--- config.mk ---
export PLATFORM = sky130hd
export DESIGN_NAME = axi_sim_console_slave
export DESIGN_NICKNAME = d
export VERILOG_FILES = /design/src/rtl/axi_sim_console_slave.sv
export SDC_FILE = /design/constraint.sdc
export NUM_CORES = 1
export LEC_CHECK = 0
export ABC_AREA = 0
export CORE_AREA = 2 2 177 179
export DETAILED_ROUTE_END_ITERATION = 12
export DIE_AREA = 0 0 179 181
export PLACE_DENSITY = 0.68
export SLEW_MARGIN = 20
export SYNTH_ARGS = -nofsm -noshare
export SYNTH_HDL_FRONTEND = slang
export SYNTH_SLANG_ARGS = --single-unit
--- constraint.sdc ---
create_clock -name clk -period 5.3 [get_ports clk]
set_input_delay 1.06 -clock clk [delete_from_list [all_inputs] [get_ports clk]]
set_output_delay 1.06 -clock clk [all_outputs]
set_load 0.02 [all_outputs]
--- src/rtl/axi_sim_console_slave.sv ---
// AXI4 console/status slave: TXDATA byte FIFO, sticky EXIT latch, STATUS readback.
// Single-beat register window; bursts and window misses answer SLVERR.
module axi_sim_console_slave #(
    parameter logic [39:0] BASE_ADDR  = 40'h00_9000_0000,
    parameter int          FIFO_DEPTH = 16,
    parameter int          ID_W       = 8
) (
    input  logic            clk,
    input  logic            rst_b,
    input  logic            awvalid,
    output logic            awready,
    input  logic [ID_W-1:0] awid,
    input  logic [39:0]     awaddr,
    input  logic [3:0]      awlen,
    input  logic            wvalid,
    output logic            wready,
    input  logic [127:0]    wdata,
    input  logic [15:0]     wstrb,
    input  logic            wlast,
    output logic            bvalid,
    input  logic            bready,
    output logic [ID_W-1:0] bid,
    output logic [1:0]      bresp,
    input  logic            arvalid,
    output logic            arready,
    input  logic [ID_W-1:0] arid,
    input  logic [39:0]     araddr,
    input  logic [3:0]      arlen,
    output logic            rvalid,
    input  logic            rready,
    output logic [ID_W-1:0] rid,
    output logic [127:0]    rdata,
    output logic [1:0]      rresp,
    output logic            rlast,
    output logic            char_valid,
    input  logic            char_ready,
    output logic [7:0]      char_data,
    output logic            sim_done,
    output logic            sim_pass,
    output logic [31:0]     exit_code
);

    localparam int AW = $clog2(FIFO_DEPTH);
    localparam logic [AW:0] DEPTH = (AW+1)'(FIFO_DEPTH);

    typedef enum logic [1:0] {W_IDLE, W_DATA, W_RESP} wstate_t;
    typedef enum logic {R_IDLE, R_DATA} rstate_t;

    wstate_t r_wst, w_wst_nxt;
    rstate_t r_rst, w_rst_nxt;

    logic [ID_W-1:0] r_bid, r_rid;
    logic [1:0]      r_bresp, r_rresp, r_woff;
    logic            r_werr, r_done;
    logic [3:0]      r_wcnt;
    logic [31:0]     r_exit;
    logic [127:0]    r_rdata;
    logic [7:0]      r_mem [FIFO_DEPTH];
    logic [AW:0]     r_wptr, r_rptr;

    logic [AW:0]  w_count;
    logic         w_full, w_stall, w_wbeat, w_push, w_pop;
    logic         w_aw_err, w_ar_err;
    logic [31:0]  w_status;
    logic         w_unused;

    // wlast is ignored: the beat count from awlen decides the last beat
    assign w_unused = ^{wlast, wdata[127:64], wdata[31:8],
                        awaddr[1:0], araddr[1:0]};

    assign w_count    = r_wptr - r_rptr;
    assign w_full     = (w_count == DEPTH);
    assign char_valid = (w_count != '0);
    assign char_data  = r_mem[r_rptr[AW-1:0]];
    assign w_pop      = char_valid && char_ready;

    assign w_stall  = (r_woff == 2'd0) && !r_werr && w_full;
    assign w_wbeat  = wvalid && wready;
    assign w_push   = w_wbeat && !r_werr && (r_woff == 2'd0)
                      && (wstrb == 16'h000F);
    assign w_aw_err = (awlen != 4'd0) || (awaddr[39:4] != BASE_ADDR[39:4]);
    assign w_ar_err = (arlen != 4'd0) || (araddr[39:4] != BASE_ADDR[39:4]);

    assign sim_done  = r_done;
    assign exit_code = r_exit;
    assign sim_pass  = r_done && (r_exit == 32'd0);
    assign w_status  = {r_exit[15:0], 8'h00, 6'(w_count), sim_pass, sim_done};

    assign bid   = r_bid;
    assign bresp = r_bresp;
    assign rid   = r_rid;
    assign rresp = r_rresp;
    assign rdata = r_rdata;
    assign rlast = rvalid;

    // Write FSM state register
    always_ff @(posedge clk or negedge rst_b) begin
        if (!rst_b) r_wst <= W_IDLE;
        else        r_wst <= w_wst_nxt;
    end

    // Write FSM next state and handshake outputs
    always_comb begin
        w_wst_nxt = r_wst;
        awready   = 1'b0;
        wready    = 1'b0;
        bvalid    = 1'b0;
        unique case (r_wst)
            W_IDLE: begin
                awready = 1'b1;
                if (awvalid) w_wst_nxt = W_DATA;
            end
            W_DATA: begin
                wready = !w_stall;
                if (wvalid && !w_stall && r_wcnt == 4'd0)
                    w_wst_nxt = W_RESP;
            end
            W_RESP: begin
                bvalid = 1'b1;
                if (bready) w_wst_nxt = W_IDLE;
            end
            default: w_wst_nxt = W_IDLE;
        endcase
    end

    // Write address capture and beat counting
    always_ff @(posedge clk or negedge rst_b) begin
        if (!rst_b) begin
            r_bid   <= '0;
            r_bresp <= 2'b00;
            r_woff  <= 2'd0;
            r_werr  <= 1'b0;
            r_wcnt  <= 4'd0;
        end else if (awvalid && awready) begin
            r_bid   <= awid;
            r_bresp <= w_aw_err ? 2'b10 : 2'b00;
            r_woff  <= awaddr[3:2];
            r_werr  <= w_aw_err;
            r_wcnt  <= awlen;
        end else if (w_wbeat) begin
            r_wcnt  <= r_wcnt - 4'd1;
        end
    end

    // EXIT register: sticky done flag plus last exit code
    always_ff @(posedge clk or negedge rst_b) begin
        if (!rst_b) begin
            r_done <= 1'b0;
            r_exit <= 32'd0;
        end else if (w_wbeat && !r_werr && r_woff == 2'd1
                     && wstrb == 16'h00F0) begin
            r_done <= 1'b1;
            r_exit <= wdata[63:32];
        end
    end

    // FIFO pointers; wrap bit distinguishes full from empty
    always_ff @(posedge clk or negedge rst_b) begin
        if (!rst_b) begin
            r_wptr <= '0;
            r_rptr <= '0;
        end else begin
            if (w_push) r_wptr <= r_wptr + 1'b1;
            if (w_pop)  r_rptr <= r_rptr + 1'b1;
        end
    end

    // FIFO storage needs no reset; only entries below wptr are ever read
    always_ff @(posedge clk) begin
        if (w_push) r_mem[r_wptr[AW-1:0]] <= wdata[7:0];
    end

    // Read FSM state register
    always_ff @(posedge clk or negedge rst_b) begin
        if (!rst_b) r_rst <= R_IDLE;
        else        r_rst <= w_rst_nxt;
    end

    // Read FSM next state and handshake outputs
    always_comb begin
        w_rst_nxt = r_rst;
        arready   = 1'b0;
        rvalid    = 1'b0;
        unique case (r_rst)
            R_IDLE: begin
                arready = 1'b1;
                if (arvalid) w_rst_nxt = R_DATA;
            end
            R_DATA: begin
                rvalid = 1'b1;
                if (rready) w_rst_nxt = R_IDLE;
            end
            default: w_rst_nxt = R_IDLE;
        endcase
    end

    // Read response captured at the address handshake
    always_ff @(posedge clk or negedge rst_b) begin
        if (!rst_b) begin
            r_rid   <= '0;
            r_rresp <= 2'b00;
            r_rdata <= '0;
        end else if (arvalid && arready) begin
            r_rid   <= arid;
            r_rresp <= w_ar_err ? 2'b10 : 2'b00;
            r_rdata <= (!w_ar_err && araddr[3:2] == 2'd2)
                       ? {32'd0, w_status, 64'd0} : 128'd0;
        end
    end

endmodule

# Word level (Yosys, flattened, before mapping)
# Memories as Yosys holds them, arrays and structs flattened.
# Cells that the tools add are included.
# Widths: inputs -> output; s select.
[classes] eq_ne=12 mux=19 bitwise_logic=1 addsub=4 reduce_logical=29
[op_table] operator="$mux 96" count=1
[op_table] operator="$ne 36x28->1 const B" count=2
[op_table] operator="$logic_not 32->1" count=1
[op_table] operator="$eq 16x4->1 const B" count=1
[op_table] operator="$eq 16x8->1 const B" count=1
[op_table] operator="$logic_and 1x1->1" count=15
[op_table] operator="$add 5x1->5 const B" count=2
[op_table] operator="$mux 2" count=5
[op_table] operator="$mux 1" count=9
[op_table] operator="$mux 4" count=2
[op_table] operator="$reduce_bool 4->1" count=2
[op_table] operator="$ne 2x2->1 const B" count=3
[op_table] operator="$pmux 2 s3" count=1
[op_table] operator="$eq 5x5->1 const B" count=1
[op_table] operator="$reduce_bool 5->1" count=1
[op_table] operator="$sub 5x5->5" count=1
[op_table] operator="$eq 2x1->1 const B" count=2
[op_table] operator="$eq 2x2->1 const B" count=2
[op_table] operator="$logic_not 2->1" count=2
[op_table] operator="$logic_not 4->1" count=1
[op_table] operator="$sub 4x1->4 const B" count=1
[op_table] operator="$logic_not 1->1" count=3
[op_table] operator="$reduce_and 3->1" count=1
[op_table] operator="$logic_or 1x1->1" count=2
[op_table] operator="other kinds (3)" count=3
[totals] output_inout_bits=197 register_bits=201 mem_count=1 mem_bits_rw=128
[memory_table] name="r_mem" words=16 width=8 rd=1 rd_clocked_by_memory_dff=0 wr=1 line="58" rtl="logic [7:0] r_mem [FIFO_DEPTH];"

# Logic depth before layout (Yosys ltp)
[depth] ltp_word=11 ltp_mapped=12 depth_no_buf=10

# Worst setup path before layout
# No wires, ideal clock.
[synth_path] path_type="register to register" startpoint="register r_rptr[1]" endpoint="memory r_mem[0][0], enable pin" arrival_time_ps=3588 setup_slack_ps=1314 path_buffers=3 path_stages_with_launch=12 path_cell_list="dfrtp_1 clkbuf_1 clkbuf_1 inv_1 fa_1 a21o_1 a21oi_2 xnor2_1 and4b_1 or3_1 buf_6 nor4b_1"
[synth_between] elab_chain_len=11
[synth_lines] element="start, declared" line="59" rtl="logic [AW:0] r_wptr, r_rptr;"
[synth_lines] element="start signal, assigned" line="164" rtl="if (w_pop) r_rptr <= r_rptr + 1'b1;"
[synth_lines] element="$sub 5x5->5" line="71" rtl="assign w_count = r_wptr - r_rptr;"
[synth_lines] element="$eq 5x5->1" line="72" rtl="assign w_full = (w_count == DEPTH);"
[synth_lines] element="$logic_and 1x1->1" line="77" rtl="assign w_stall = (r_woff == 2'd0) && !r_werr && w_full;"
[synth_lines] element="$logic_not 1->1" line="114" rtl="wready = !w_stall;"
[synth_lines] element="$mux 1" line="108" rtl="unique case (r_wst)"
[synth_lines] element="$logic_and 1x1->1" line="78" rtl="assign w_wbeat = wvalid && wready;"
[synth_lines] element="$logic_and 1x1->1 (2 in a row)" line="79" rtl="assign w_push = w_wbeat && !r_werr && (r_woff == 2'd0)"
[synth_lines] element="$logic_and 1x1->1" line="80" rtl="&& (wstrb == 16'h000F);"
[synth_lines] element="$mux 1" line="170" rtl="if (w_push) r_mem[r_wptr[AW-1:0]] <= wdata[7:0];"
[synth_lines] element="$mux 1 (implied by the code)" line="170"
[synth_lines] element="end, declared" line="58"
# No other way between the ends.

# Worst setup path after layout
[layout_path] startpoint="register r_rptr[2]" endpoint="output wready"
[layout_between] elab_chain_len=5
[layout_lines] element="$sub 5x5->5" line="71"
[layout_lines] element="$eq 5x5->1" line="72"
[layout_lines] element="$logic_and 1x1->1" line="77"
[layout_lines] element="$logic_not 1->1" line="114"
[layout_lines] element="$mux 1" line="108"
[layout_lines] element="end, declared" line="16" rtl="output logic wready,"
# No other way between the ends.

==> impl_summary.md <==
Outcome
The run finished with clean final reports.

Yosys
The most used flip-flop cell after synthesis is edfxtp_1. Summing the areas of all xor and xnor instances in the mapped netlist gives 1.05% of the synthesized area. After synthesis, the share of flip-flops with an asynchronous set or reset is 42.1%. The per-instance average area after synthesis is 15.1 um2.

In this run the cell area of the synthesized design comes to 0.00998 mm2. The proportion of synthesized area in mux cells is 13.6%. The fraction of the yosys area taken by sequential cells is 61.8%. The library cell occupying the most area in the post-synthesis netlist is edfxtp_1. By area the synthesized netlist is led by edfxtp_1, dfrtp_1, mux4_2, buf_4, mux2_2. The synthesized-area fraction occupied by adder cells is 1.58%.

The count of warnings emitted by yosys is 0. Yosys mapped a number of flops with a built-in enable equal to 128. The top cell type's share of synthesized area is 38.5%. The flip-flop and latch count after synthesis is 221.

The simple-gate area share of the yosys netlist is 8.67%. The number of distinct standard cells referenced by the synthesized netlist is 49. The combinational family with the most area after synthesis is multiplexers. Summing the areas of all compound-gate instances in the mapped netlist gives 3.33% of the synthesized area. Synthesis handed over a netlist of 662 instances.

STA
Setup slack closes at 0.622 ns. Across all hold checks on the routed design, the worst slack comes to 0.480 ns. The upper clock frequency limit is 214 MHz. The max-slew violation count was 0. The actual transition at the worst max-transition pin is 0.902 ns.

The sum of negative setup slack is 0 ns. The worst-case clock skew is 0.0120 ns. The share of the clock period used by the worst path is 88.3%. The headroom to the max-slew limit is 39.6%. Setup violations remaining at the end of the flow were counted as 0.

Setup repair after global routing left no endpoint under its margin. The hold violation total from the final report is 0. Subtracting the final worst setup slack from the clock period gives 4.68 ns.

Clock tree
Clock-pin slew was measured on the worst setup and hold paths at 0.06 ns. The maximum level of the CTS H-tree is 1. The number of hold buffers added after CTS was 0. The TritonCTS clock tree is done. The quantity of gates resized following cts is 0.

The library cell used as clock root buffer is clkbuf_16. The CTS buffer count is 25. The maximum root-to-sink buffer count is 3. The total setup buffers inserted after CTS is 0.

The later pin in the worst-skew pair is clocked with a latency of 0.52 ns. For this design, the sink count on the clock tree is 221.

Place
Once placement completed, the tool counted placed cells totaling 1303. The final estimated routing congestion in global placement is 0.815. In this run the cell area measured after placement is 0.0126 mm2. The post-placement worst setup slack is 0.850 ns. Buffers placed on the I/O ports in this run total 253.

Detailed placement finished with a half-perimeter wire length of 19.4 mm.

Critical path
Traced cell by cell, the critical path runs through inv_1 > ha_1 > a21o_1 > a21oi_2 > xnor2_1 > and4b_1 > nor2_1 > clkdlybuf4s50_1. For the worst setup path, the data required time is 4.24 ns. For this design, the slowest cell found on the critical path is dfrtp_1.

Broken down by cell family, the worst path's largest delay share belongs to flip-flops. Together, buffers and inverters on the worst path number 2. Along the worst path, the maximum fanout reaches 12. The worst setup path is of the flop to primary output kind. The data arrival time at the worst-slack endpoint is 3.62 ns. The critical path crosses 8 cells after its start point. The path depth of the worst reg2reg path is 8. The reg-to-reg startpoint is r_rptr[2]. The launching element of the worst setup path is r_rptr[2].

The register-to-register setup slack is 1.07 ns. The termination of the worst setup path is wready. The type of element capturing the critical path is a primary output.

The largest single stage delay on the critical path is 0.78 ns. STA classifies the critical path startpoint as a flop. The endpoint identified for the worst register-to-register timing path is r_mem[2][7].

Final layout
For this run, the number of standard cells in the final layout without fillers is 1350. The ratio of cells with drive above 1 in the final layout is 14.9%. Summing all non-filler instances in the final layout gives an area of 0.0134 mm2. Compared with the post-synthesis result, the final layout area differs by 34.2%. The net count of the finished layout is 1203.

Global route
Entering global routing, the biggest net connects 51 pins. The number of global-route vias before repair is 6546. The number of antenna violations at the first check in global routing is 3. Across every metal layer, demand over resource in global routing totals 16.4%. The sum of overflow across all layers after global routing is 0.

The first global-routing pass estimated 39.5 mm of wire.

Power
The analysis attributes to cell leakage a power of 5.21 nW. VDD sags by at most 203 uV. The total power per unit cell area is 386 mW/mm2.

Floorplanning
From bottom edge to top edge, the die measures 181 um. Once the floorplan was initialized, standard cells occupied 32.9% of the core. The standard cell core area is 0.0303 mm2.

The overall die area is 0.0324 mm2. From left edge to right edge, the die measures 179 um. The cell row count is 64. The number of top-level pins is 454.

Routing
The total DRC errors in the routed layout is 0. The total number of vias is 6355. In the final routed layout, each cell accounts on average for 20.0 um.

The length of the first detailed-routing pass in iterations is 4. The routed design has 27.0 mm of wire. The first routing iteration left 480 violations.

The count of nets left with antenna violations once routing finished came out at 0. Dividing the detail-routed via count by the number of cells gives 4.71.

Run
The number of violations of the max-capacitance limit is 0.

Worst hold path
The startpoint of the lowest-slack hold path is bid[2]. Along the worst hold path, the cell count comes to 2. The path class of the tightest hold or removal check is flop to flop.
[metrics by stage]
step | util (%) | power, mW
2_1_floorplan | - | 3.04
3_3_place_gp | 41.6 | 3.57
3_5_place_dp | 41.6 | 3.59
4_1_cts | 44.1 | 5.24
5_1_grt | 44.1 | 5.43
6_report | 44.1 | 5.17
[state kept, by name, indices dropped and copies added, names as in the netlist]
signal / count
rid: 8
exit_code: 32
bid: 8
r_rptr: 5
r_werr: 1
sim_done: 1
r_wcnt: 4
r_rst: 1
r_wptr: 5
rdata: 23
r_mem: 128
r_wst: 2
rresp: 1
r_woff: 2
[layout by cell type (no fill, tap or decap), types with 3 or more instances in the layout]
cell type,count
clkbuf_16,25
nor4_1,27
nor4bb_1,5
xnor2_1,7
clkbuf_1,8
mux2_2,40
nor3_1,8
dfrtp_1,92
or3_1,3
clkdlybuf4s50_1,252
conb_1,107
edfxtp_1,128
nor2b_1,3
nor3_2,3
nand2b_1,3
a22o_1,24
nor2_1,13
buf_4,20
nor4b_1,4
ha_1,11
nand2_1,48
o21ai_0,5
inv_1,11
clkinv_1,6
xor2_1,5
nand4_1,11
mux4_2,40
nand3_1,6
[worst min-delay path by stage]
stage                 to  slack, ns
5_1_grt           bid[4]       0.51
4_1_cts           bid[2]       0.48
2_1_floorplan  r_wptr[4]       0.46
3_5_place_dp      bid[1]       0.46
6_report          bid[2]       0.48
3_3_place_gp      bid[1]       0.46
[tightest hold or removal path, cell delays in order (launching register included)]
cell and delay (ns):
dfrtp_1 0.34, nand2_1 0.05, nand2_1 0.05
[layout make-up]
type                    instances  area (um2)
clock buffers                  33         656
flip-flops and latches        221        6170
multi-input cells             402        3250
clock inverters                12         108
repair buffers                272        2670
diodes                          2        5.00
inverters                      12        45.0
fillers                      2713       17000
well taps                     396         495
[where the power goes]
part           internal, mW  switching [mW]  leakage, nW
combinational         0.748           0.775         2.46
clock                 0.962           0.670        0.363
sequential             1.92          0.0926         2.39
[metal layers]
layer | track usage, % | vias to the layer above | routed length (um)
met3 | 5.24 | 55 | 2720
met4 | 5.98 | 2 | 866
li1 | - | 2834 | -
met1 | 20.1 | 3182 | 9920
met2 | 27.1 | 282 | 13500
met5 | 0 | - | 11
[Yosys cell counts, types with 2 or more instances]
master,instances
a22o_1,24
dfrtp_1,93
mux4_2,40
or4b_1,2
xor2_1,5
buf_4,109
nor3_1,8
a211o_1,2
clkbuf_1,13
nand4_1,11
nand2_1,48
and3_1,2
inv_1,11
mux2_2,40
nand3_1,7
xnor2_1,7
edfxtp_1,128
nor2b_1,3
nor4_1,27
or3_1,3
nor2_1,13
nor4bb_1,6
ha_1,11
and4b_1,2
o21ai_0,5
buf_2,8
nand2b_1,3
nor4b_1,4
nor4b_4,2
o41ai_1,2
buf_6,3
nor3_2,3
[cells by family (layout without fill, tap and decap cells)]
kind of cell	count (synthesis)	count (layout)
xor+xnor	12	12
mux	81	81
fa+ha+maj	12	12
compound gates	41	41
buf+inv	145	329
flops	221	221
other cells	1	109
simple gates	149	149
No activity file was read; power rests on OpenSTA's default activity.
